===== config.mk =====
export PLATFORM = sky130hd
export DESIGN_NAME = rf_debug_port
export DESIGN_NICKNAME = d
export VERILOG_FILES = /design/src/rtl/rf_debug_port.sv
export SDC_FILE = /design/constraint.sdc
export NUM_CORES = 1
export LEC_CHECK = 0
export ABC_AREA = 1
export ABC_CLOCK_PERIOD_IN_PS = 2500
export BUFFER_PORTS_ARGS = -buffer_cell sky130_fd_sc_hd__buf_4
export CAP_MARGIN = 20
export CELL_PAD_IN_SITES_DETAIL_PLACEMENT = 0
export CELL_PAD_IN_SITES_GLOBAL_PLACEMENT = 1
export CORE_ASPECT_RATIO = 1.5
export CORE_MARGIN = 2
export CORE_UTILIZATION = 35
export DETAILED_ROUTE_END_ITERATION = 10
export PLACE_DENSITY = 0.89
export SLEW_MARGIN = 20
export SYNTH_ARGS = -nofsm -noshare
export SYNTH_HDL_FRONTEND = slang
export SYNTH_SLANG_ARGS = --single-unit
export TNS_END_PERCENT = 5

===== constraint.sdc =====
create_clock -name Clk -period 2.5 [get_ports Clk]
set_input_delay 0.5 -clock Clk [delete_from_list [all_inputs] [get_ports Clk]]
set_output_delay 0.5 -clock Clk [all_outputs]
set_load 0.02 [all_outputs]

===== src/rtl/rf_debug_port.sv =====
// rf_debug_port: bulk dump/load initiator for the pipeline register file.
// Dump streams every register out in order; load fills every register from a stream.
module rf_debug_port #(
   parameter int NREGS  = 8,
   parameter int ADDR_W = 3,
   parameter int DATA_W = 8
) (
   input  logic              Clk,
   input  logic              Rst,
   input  logic              Start,
   input  logic              Mode,
   output logic              Busy,
   output logic              Done,
   output logic              Core_stall,
   output logic [DATA_W-1:0] Out_data,
   output logic              Out_valid,
   input  logic              Out_ready,
   input  logic [DATA_W-1:0] In_data,
   input  logic              In_valid,
   output logic              In_ready,
   output logic [ADDR_W-1:0] Rf_raddr,
   input  logic [DATA_W-1:0] Rf_rdata,
   output logic              Rf_we,
   output logic [ADDR_W-1:0] Rf_waddr,
   output logic [DATA_W-1:0] Rf_wdata
);
   typedef enum logic [2:0] {IDLE, RD, SEND, LOAD, FLUSH, DONE} state_t;
   state_t              r_state, w_next;
   logic [ADDR_W-1:0]   r_idx, w_idx;
   logic                w_last, w_in_hs;
   logic                w_busy, w_done, w_out_valid, w_in_ready, w_rf_we;
   logic [DATA_W-1:0]   w_out_data, w_rf_wdata;
   logic [ADDR_W-1:0]   w_rf_waddr;
   assign w_last     = r_idx == ADDR_W'(NREGS - 1);
   assign w_in_hs    = r_state == LOAD && In_valid && In_ready;
   assign Rf_raddr   = r_idx;
   assign Core_stall = Busy;
   always_ff @(posedge Clk) begin
      if (Rst) begin
         r_state   <= IDLE;
         r_idx     <= '0;
         Busy      <= 1'b0;
         Done      <= 1'b0;
         Out_valid <= 1'b0;
         Out_data  <= '0;
         In_ready  <= 1'b0;
         Rf_we     <= 1'b0;
         Rf_waddr  <= '0;
         Rf_wdata  <= '0;
      end else begin
         r_state   <= w_next;
         r_idx     <= w_idx;
         Busy      <= w_busy;
         Done      <= w_done;
         Out_valid <= w_out_valid;
         Out_data  <= w_out_data;
         In_ready  <= w_in_ready;
         Rf_we     <= w_rf_we;
         Rf_waddr  <= w_rf_waddr;
         Rf_wdata  <= w_rf_wdata;
      end
   end
   always_comb begin
      w_next = r_state;
      w_idx  = r_idx;
      case (r_state)
         IDLE:    if (Start) begin
                     w_next = Mode ? LOAD : RD;
                     w_idx  = '0;
                  end
         RD:      w_next = SEND;
         SEND:    if (Out_ready) begin
                     w_next = w_last ? DONE : RD;
                     w_idx  = w_last ? r_idx : r_idx + 1'b1;
                  end
         LOAD:    if (w_in_hs) begin
                     w_next = w_last ? FLUSH : LOAD;
                     w_idx  = w_last ? r_idx : r_idx + 1'b1;
                  end
         FLUSH:   w_next = DONE;
         DONE:    w_next = IDLE;
         default: w_next = IDLE;
      endcase
   end
   // Outputs are registered: compute their next values from the next state.
   always_comb begin
      w_busy      = w_next != IDLE;
      w_done      = w_next == DONE;
      w_out_valid = w_next == SEND;
      w_in_ready  = w_next == LOAD;
      w_out_data  = r_state == RD ? Rf_rdata : Out_data;
      w_rf_we     = w_in_hs;
      w_rf_waddr  = w_in_hs ? r_idx : Rf_waddr;
      w_rf_wdata  = w_in_hs ? In_data : Rf_wdata;
   end
endmodule


**Yosys cells after proc, flatten, opt, wreduce, memory -nomap -nowiden**

Index checks and enable logic that the tools add are counted.

- Bits in registers: 30
- Output and inout port bits: 28
- Bits in read-only memories: 0
- Latch bits: 0
- Memories: 0
- Bits of input ports: 22
- Bits in writable memories: 0
- Logic and storage cells: 40

- $lt $le $gt $ge: 0
- Multipliers: 0
- Bitwise logic cells: 0
- Equal/unequal tests: 11
- Reduce and logical (&&, ||, !) cells: 6
- Multiplexer cells: 12
- Add/sub/neg operators: 1
- Shift-type cells: 0
- Divide/modulo/power cells: 0

Operators by type and width:

| kind | number |
|---|---|
| $mux W3 | 9 |
| $pmux W3 S5 | 1 |
| $eq A3 B2 Y1 const B | 4 |
| $eq A3 B3 Y1 const B | 3 |
| $pmux W3 S3 | 1 |
| $ne A2 B2 Y1 const B | 3 |
| $reduce_bool A3 Y1 | 2 |
| $reduce_and A4 Y1 | 1 |
| $add A3 B1 Y3 const B | 1 |
| $eq A3 B1 Y1 const B | 1 |
| $logic_not A3 Y1 | 1 |
| $logic_and A1 B1 Y1 | 2 |
| $mux W2 | 1 |

**Logic depth before layout (Yosys ltp)**

Gate-level depths: netlist (run 1).

- Depth in word-level cells: 6
- Depth in mapped cells: 8
- Mapped depth without buffers: 8

**Least setup slack after synthesis (run 1)**

Ideal clock, no wire load.

- Path kind: register -> register
- Start: reg r_idx[1], in the netlist Rf_raddr[1]
- End: reg Busy
- Slack: 1,111 ps
- Data required time: 2,379 ps
- Period minus slack after synthesis: 1,389 ps
- Cell stages (with the launch flop): 8
- Data arrival time: 1,267 ps
- Buffers on the path: 0
- Library setup time: 121 ps
- Cell sequence: dfxtp_1 > ha_1 > ha_1 > nand3_1 > o21ai_0 > nand3_1 > nand2_2 > nand3_1

- Longest elaborated chain between the ends: 5
- Elaborated cells between the ends (all ways): 7
- Those cells by class: eq/ne: 1; mux: 5; reduce/logical: 1

RTL lines:

| what | RTL line | source |
|---|---|---|
| start: declaration | 29 | `logic [ADDR_W-1:0] r_idx, w_idx;` |
| start signal: assignment | 52 | `r_idx <= w_idx;` |
| $eq A3 B3 Y1 (*) | 34 | `assign w_last = r_idx == ADDR_W'(NREGS - 1);` |
| $mux W3, on equally long branches | 77, 73 |  |
| $mux W3, on equally long branches | 76, 72 |  |
| $pmux W3 S5 (*) | 66 | `case (r_state)` |
| $reduce_bool A3 Y1 (*) | 87 | `w_busy = w_next != IDLE;` |
| end signal: assignment | 53 | `Busy <= w_busy;` |
| end: declaration | 12 | `output logic Busy,` |

Mark *: on every way between the ends. The rest lies on a longest branch, timed or not.
A chain may end at the register's enable or synchronous reset.

**Worst setup path in the final report (run 1)**

- Start: reg r_idx[0], in the netlist Rf_raddr[0]
- End: reg r_idx[2], in the netlist Rf_raddr[2]

- Longest elaborated chain between the ends: 4
- Elaborated cells between the ends (all ways): 6
- Those cells by class: add/sub: 1; eq/ne: 1; mux: 4

RTL lines:

| what | RTL line |
|---|---|
| $add A3 B1 Y3 or $eq A3 B3 Y1 (tied branches) | 74, 78, 34 |
| $mux W3 (*) | 74, 78 |
| $mux W3, on equally long branches | 76, 72 |
| $pmux W3 S3 (*) | 66 |

Mark *: on every way between the ends. The rest lies on a longest branch, timed or not. The select of a mux whose other input is x is not followed.

==> results of run 1 <==
-- where the power goes --
| group | internal [mW] | leakage [nW] | switching, mW |
|---|---|---|---|
| registers | 0.505 | 0.244 | 0.0191 |
| clock network | 0.425 | 0.0714 | 0.182 |
| logic | 0.0871 | 0.565 | 0.119 |
| total | 1.02 | 0.880 | 0.320 |
-- through the flow --
stage	std cells	worst slack (ns)	hold WS (ns)
after floorplan	165	1.11	0.543
after global placement	251	1.07	0.453
after detailed placement	251	1.04	0.457
after CTS	259	1.06	0.448
after global routing	259	0.941	0.459
final	259	1.09	0.458
-- how the worst min path moves through the flow --
stage,startpoint,endpoint,slack (ns)
5_1_grt,Rst,Out_data[6],0.46
2_1_floorplan,Out_data[0],Out_data[0],0.54
6_report,Rst,Out_data[6],0.46
3_3_place_gp,Out_data[6],Out_data[6],0.45
4_1_cts,Rst,Out_data[6],0.45
3_5_place_dp,Out_data[6],Out_data[6],0.46
-- layer usage --
layer | up-vias | routed length [µm] | part of all wire | global-route usage
met1 | 518 | 1150 | 0.41 | 0.163
met3 | 5 | 151 | 0.054 | 0.0389
met4 | 0 | 70 | 0.025 | 0.0923
li1 | 620 | - | - | -
met2 | 37 | 1410 | 0.51 | 0.251
met5 | - | 0 | 0 | 0
-- sequential cells by signal (all words and copies together), names as in the netlist --
signal and cells:
Rf_wdata 8, Out_valid 1, Rf_raddr 3, Out_data 8, Busy 1, Rf_waddr 3, Rf_we 1, In_ready 1
Done 1, r_state 3
-- cell type report --
class,instances,area share
sequential,30,0.341
multi-input combinational,111,0.298
timing repair buffer,49,0.209
clock buffer,6,0.0469
inverter,19,0.0412
clock inverter,2,0.0341
tap,42,0.0299
-- cells in the final DEF (no fill, tap or decap), types with 2 or more instances in the layout --
cell / Yosys / final
buf_4: 1 / 49
clkbuf_8: 0 / 6
nor2_1: 26 / 26
dfxtp_1: 30 / 30
inv_1: 17 / 17
nand2_1: 39 / 39
ha_1: 2 / 2
nand3_1: 8 / 8
nand4_1: 3 / 3
o21ai_0: 13 / 13
nor2_4: 2 / 2
a21oi_1: 11 / 11
bufinv_16: 0 / 2
nand2_2: 3 / 3
-- kinds of logic (layout without fill, tap and decap cells) --
| family | Yosys count | after routing | share of synthesized area |
|---|---|---|---|
| compound gates | 24 | 24 | 0.0971 |
| fa+ha+maj | 2 | 2 | 0.0202 |
| buf+inv | 24 | 76 | 0.0910 |
| flops | 30 | 30 | 0.485 |
| simple gates | 85 | 85 | 0.306 |
==> results.txt, run 1 <==
The row count is 26. The worst-case IR drop observed on VDD is 540 µV. The async set-reset flop share out of synthesis is 0. The reg-to-reg setup timing slack came out at 1.09 ns. Of the cells placed in the final design, the portion with a size suffix greater than 1 is 0.309. The number of nets produced by synthesis came out at 189. The max-slew violation total from the final report came out at 0.

The timing endpoint of the critical path is Rf_raddr[2]. The congestion estimate from routability-driven global placement came to 0.771. The filler cells instantiated in the layout total 354. On the critical path, the stage with the largest delay is an instance of dfxtp_1. The number of hold-repair buffers added at the cts stage came out at 0. Setup repair after global routing left no endpoint under its margin. STA puts the critical path data arrival time at 1.63 ns. The static leakage is 0.880 nW.

In this run, synthesis inferred 0 flip-flops with an integrated enable. The total number of vias is 1,180. Counting both buffers and inverters, the worst setup path holds a total of 1. The synthesized instance count came out at 165. Summed over all failing endpoints, the final setup total negative slack is 0 ns. The final total power came out at 1.34 mW. The violation count after the first detailed-routing iteration is 26. The count of buffers added on input and output ports is 49.

The count of cells along the worst register-to-register path is 8. The antenna diode count came out at 0. The combined area of the multi-input logic cells is 524 µm².

The clock tree from TritonCTS is built. The sequential cells in the finished layout cover a total of 601 µm². After detailed placement, the total cell area comes to 0.00162 mm².

The first-pass GRT wire length came out at 4530 µm. The half-perimeter wire length of the detailed placement result is 2140 µm. The total iterations of the first detailed-routing run is 4.

In this run the clock root is driven by a clkbuf_8. The critical path is of the reg -> reg type. By area the synthesized netlist is led by dfxtp_1 (49%), nand2_1 (12%), nor2_1 (7.9%). The total standard cell area after synthesis came out at 0.00124 mm². The highest attainable clock frequency came out at 708 MHz.

The highest net fanout along the worst path came out at 4. The hold violation count in the final report came to 0. The worst hold path stage count came out at 2. In this design, the stage delay of the slowest critical-path cell is 0.33 ns. The worst setup path is launched from a register. Among all cell types in the netlist, the one instantiated most often is nand2_1. The floorplan step set the die width to 52.6 µm.

The run finished with clean final reports. The signed area change from the synthesized netlist to the final layout is 42.3%. 50 I/O pins were placed.

The sink count of the clock tree came out at 30. The worst path required time came out at 2.72 ns. The pin count of the biggest net entering global routing came out at 18. The number of setup buffers added after CTS is 0. The aggregate global-route resource usage is 0.151.

The share of the synthesized area in the top cell type is 0.485. Walking the worst path, the cells encountered are ha_1, ha_1, nand3b_1, nand2_1, nand3_1, nand2_1, inv_1, nor2_1. Sorting the synthesized cells by how often they occur yields nand2_1 (39), dfxtp_1 (30), nor2_1 (26). After detailed routing, the number of vias per cell comes to 4.56. The area of the die came out at 0.00404 mm². For the pin with the worst max-slew slack, the measured transition is 0.481 ns. The overflow left after global routing came out at 0. The total wirelength of the detailed-routed design is 2780 µm.

The number of levels the H-tree was split into is 2. The core region is 0.00338 mm². The tightest slew margin relative to the limit is 0.679.

The detail-routed net length per standard cell came out at 10.7 µm. The setup violation total in the final timing report is 0. After clock tree synthesis, the clock-pin slew on the worst setup and hold paths is 0.07 ns. Once the clock tree was built, the resizer swapped 0 gates to a different size. The worst setup path is captured at a register. The final critical delay including setup and external delays is 1.41 ns. In the routed design, unresolved DRC markers number 0. The summed area of non-filler cells in the final layout is 0.00176 mm². The number of logic stages on the critical path including buffering came out at 8. The count of nets after finishing is 240. Once detail routing completed, the nets flagged for antenna violations numbered 0. The flip-flop and latch count after synthesis is 30. The number of warnings issued by yosys came out at 0. In this design, the largest share of critical-path delay is due to simple AND/OR/NAND/NOR gates. The startpoint of the worst setup timing path is Rf_raddr[0].

The number of buffers created by CTS is 5. The endpoint of the most critical register-to-register path is Rf_raddr[2]. The initial antenna violation count is 0.

The max-capacitance violation count came out at 0. Power spread over the standard cell area amounts to 759 mW/mm². In this run, distinct cell masters in the synthesized netlist total 20.

The initial core utilization is 0.366. At the end of the flow the core is filled with cells to 0.520. The source-to-sink clock delay at the later pin of the worst-skew pair is 0.28 ns. The synthesized area divided by synthesized cell count came out at 7.50 µm². The period utilization came out at 0.565.

The setup clock skew after layout came out at 0.00475 ns. The tightest min-delay check is of the in -> reg type. The via count of the first global-routing pass is 1,061.

The number of buffers between clock root and the deepest sink is 2. The die extent in y is 76.8 µm. dfxtp_1 takes more of the synthesized area than any other cell. Of the synthesized area, sequential elements account for 0.485.

The reg-to-reg critical path startpoint is Rf_raddr[0]. The dominant register cell in the synthesized netlist is dfxtp_1.
No activity file was read; power rests on OpenSTA's default activity.
==> run 2: changes to the inputs <==
--- a/config.mk
+++ b/config.mk
@@ -6,16 +6,16 @@
 export NUM_CORES = 1
 export LEC_CHECK = 0
 export ABC_AREA = 1
-export ABC_CLOCK_PERIOD_IN_PS = 2500
+export ABC_CLOCK_PERIOD_IN_PS = 1500
 export BUFFER_PORTS_ARGS = -buffer_cell sky130_fd_sc_hd__buf_4
 export CAP_MARGIN = 20
 export CELL_PAD_IN_SITES_DETAIL_PLACEMENT = 0
 export CELL_PAD_IN_SITES_GLOBAL_PLACEMENT = 1
 export CORE_ASPECT_RATIO = 1.5
 export CORE_MARGIN = 2
-export CORE_UTILIZATION = 35
+export CORE_UTILIZATION = 32
 export DETAILED_ROUTE_END_ITERATION = 10
-export PLACE_DENSITY = 0.89
+export PLACE_DENSITY = 0.82
 export SLEW_MARGIN = 20
 export SYNTH_ARGS = -nofsm -noshare
 export SYNTH_HDL_FRONTEND = slang
==> constraint.sdc (replaced) <==
create_clock -name Clk -period 1.5 [get_ports Clk]
set_input_delay 0.3 -clock Clk [delete_from_list [all_inputs] [get_ports Clk]]
set_output_delay 0.3 -clock Clk [all_outputs]
set_load 0.02 [all_outputs]
==> run 2 against run 1 <==
Compared with the run above: via count rose by 3.0%; first-iteration DRC count fell by 42%; sequential power rose by 67%; critical path type unchanged; critical endpoint is now Busy.
==> results.txt, run 2 (synthesis results as in run 1) <==
The clock-pin slew of the registers on the worst-case setup and hold paths is 0.06 ns (about the same). The half-perimeter wire length of the detailed placement result came out at 2250 µm (+5.2%). The min-delay analysis places its worst path in the category in -> reg. The utilization after layout is 0.479 (-0.0409). Setup repair after global routing left no endpoint under its margin. The sink count of the clock tree is 30 (unchanged). The overflow left after global routing was 0 (unchanged). The static leakage came to 0.882 nW (+0.18%). The core region area is 0.00368 mm² (+8.8%). The met3 wirelength from detailed routing is 157 µm (+4.0%). The internal power is 1.48 mW (+46%). The sum of routed wire segments on met1 came to 1020 µm (-11%). The via count of the first global-routing pass was 1,119 (+5.5%). The most frequent standard cell in the layout excluding fill and tap cells is buf_4. The clock root buffer master is clkbuf_8. The count of cells along the worst register-to-register path came out at 7 (-1). The number of top-level design ports came out at 50 (unchanged). The proportion of total power due to net switching is 0.261 (+0.0213). The first-pass GRT wire length came to 4670 µm (+3.2%). The number of buffers between clock root and the deepest sink came out at 2 (unchanged). The total negative setup slack came to 0 ns (unchanged). The row count was 27 (+3.8%). The number of buffers created by CTS was 5 (unchanged). The critical path goes through ha_1, ha_2, nand3_1, o21ai_0, nand3_1, nand2_2, nand3_1. The worst-case hold path end point is Out_data[0]. The source-to-sink clock delay at the later pin of the worst-skew pair came out at 0.27 ns (about the same). The clock tree from TritonCTS is built. The weighted congestion reported at the end of routability-driven placement is 0.773 (+0.21%). The pin count of the biggest net entering global routing came out at 15 (-3).

The number of hold-repair buffers added at the cts stage came out at 0 (unchanged). The worst path required time came to 1.66 ns (-1.06 ns). The number of I/O port buffers is 49 (unchanged). The post-placement setup slack came out at 0.0982 ns (-0.942 ns). The max-capacitance violation count came out at 0 (unchanged).

The clock network power share was 0.385 (-0.069). The cell area after placement came out at 0.00165 mm² (+1.8%). The post-CTS repair timing setup buffer count came out at 0 (unchanged). The largest registers in the layout are Out_data (8), Rf_wdata (8). The highest metal layer with signal wires is met4. The die width was 54.8 µm (+4.2%). The max-slew violation total from the final report came to 0 (unchanged).

The switching power came to 523 µW (+63%). The kind of critical path is reg -> reg. The period utilization came to 0.888 (+0.323). The violation count after the first detailed-routing iteration came out at 15 (-42%). The total number of vias was 1,215 (+3.0%). The tightest slew margin relative to the limit is 0.797 (+0.118). The highest net fanout along the worst path was 4 (unchanged). The worst hold path stage count is 2 (unchanged). The final total power is 2.01 mW (+50%).

The setup clock skew after layout is 0.00246 ns (-0.00228 ns). The total iterations of the first detailed-routing run is 4 (unchanged). The final setup slack of the worst path is 0.167 ns (-0.920 ns). The die extent in y is 80.2 µm (+4.3%). The delay of the slowest critical-path stage is 0.35 ns (+0.02 ns). The data arrival time at the worst-slack endpoint came out at 1.50 ns (-0.13 ns). The count of nets after finishing is 242 (+0.83%). The reg-to-reg critical path startpoint is Rf_raddr[1]. The fraction of final layout cells with drive strength greater than 1 is 0.329 (+0.0200). The worst setup path is captured at a register. Among all stages on the critical path, the largest delay is contributed by dfxtp_1.

The highest attainable clock frequency was 750 MHz (+6.0%). The hold violation count in the final report came out at 0 (unchanged). The worst vdd rail ir drop is 851 µV (+58%). The antenna diode count came out at 0 (unchanged). The initial antenna violation count came to 0 (unchanged). The summed area of non-filler cells in the final layout came to 0.00177 mm² (+0.28%). The cell that appears most often on the critical path is nand3_1. From synthesis to final layout, the design area changed by 42.7%. The initial core utilization came to 0.336 (-0.0297).

The met2 wire length is 1630 µm (+15%). The total wirelength of the detailed-routed design was 2880 µm (+3.6%). The area of the die is 0.00439 mm² (+8.8%). The category of the worst setup path launch point is a register.

The startpoint identified for the worst hold timing path is Rst. In this design, the largest share of critical-path delay is due to simple AND/OR/NAND/NOR gates. The part of the power in combinational logic came out at 0.179 (+0.025).

The reg-to-reg setup timing slack is 0.17 ns (-0.92 ns). The aggregate global-route resource usage is 0.148 (-0.00268). The count of antenna-violating nets left after detailed routing came out at 0 (unchanged).

The detailed-route DRC error count is 0 (unchanged). In this run the critical register-to-register path is captured at Busy. The detail-routed net length per standard cell came out at 11.0 µm (+2.4%). The power density over cell area is 1140 mW/mm² (+50%).

In the layout the commonest cells are buf_4 (50), nand2_1 (38), dfxtp_1 (30). The detail-routed via count per cell is 4.64 (+1.8%). The sequential group share of total power came to 0.436 (+0.044). The number of levels the H-tree was split into came out at 2 (unchanged).

The flow ran to the end, and the final reports show no timing, DRC or antenna violations. The number of buffers and inverters on the critical path came out at 0 (-1). The setup violation total in the final timing report came to 0 (unchanged). The slew at the pin with the worst max-slew slack came to 0.304 ns (-0.176 ns). The final critical delay including setup and external delays came out at 1.33 ns (-0.0800 ns).
run 2: metrics by stage:
step,hold WS [ns],cells
2_1_floorplan,0.443,165
5_1_grt,0.272,262
4_1_cts,0.257,262
6_report,0.265,262
3_3_place_gp,0.455,254
3_5_place_dp,0.458,254
run 2: what timing repair did:
| item | in CTS | in global routing |
|---|---|---|
| setup endpoints to repair | 0 | 4 |
| endpoints found under the hold margin | 0 | 0 |
| gates resized for setup | 0 | 3 |
run 2: final cells by class:
type / count / area, µm²
Clock buffer: 5 / 68.8
Clock inverter: 3 / 40.0
Fill cell: 383 / 1920
Inverter: 19 / 72.6
Multi-Input combinational cell: 111 / 534
Sequential cell: 30 / 601
Tap cell: 43 / 53.8
Timing Repair Buffer: 51 / 395
run 2: routing by layer:
layer / vias up / GRT usage
li1: 622 / -
met1: 555 / 0.147
met2: 32 / 0.262
met3: 6 / 0.0390
met4: 0 / 0.0825
met5: - / 0
run 2: worst max-delay path by stage:
stage	from	end	slack [ns]	cells past startpoint
2_1_floorplan	Rf_raddr[1]	Busy	0.11	7
3_3_place_gp	Rf_raddr[0]	Rf_raddr[2]	0.12	8
3_5_place_dp	Rf_raddr[0]	Rf_raddr[2]	0.1	8
4_1_cts	Rf_raddr[0]	Rf_raddr[2]	0.08	8
5_1_grt	Rf_raddr[1]	Busy	0.03	7
6_report	Rf_raddr[1]	Busy	0.17	7
run 2: worst reg2reg max path: cells and delay by family, from the launching register on:
family / cells / cell delay [ns]
flops: 1 / 0.35
compound gates: 1 / 0.15
fa+ha+maj: 2 / 0.35
simple gates: 4 / 0.37
run 2: power by group through the flow:
| stage | combinational [mW] | sequential [mW] | clock [mW] |
|---|---|---|---|
| final | 0.359 | 0.875 | 0.772 |
| after global routing | 0.401 | 0.880 | 0.840 |
| after CTS | 0.361 | 0.875 | 0.800 |
| after detailed placement | 0.359 | 0.892 | 0 |
| after global placement | 0.359 | 0.891 | 0 |
| after floorplan | 0.170 | 0.932 | 0 |
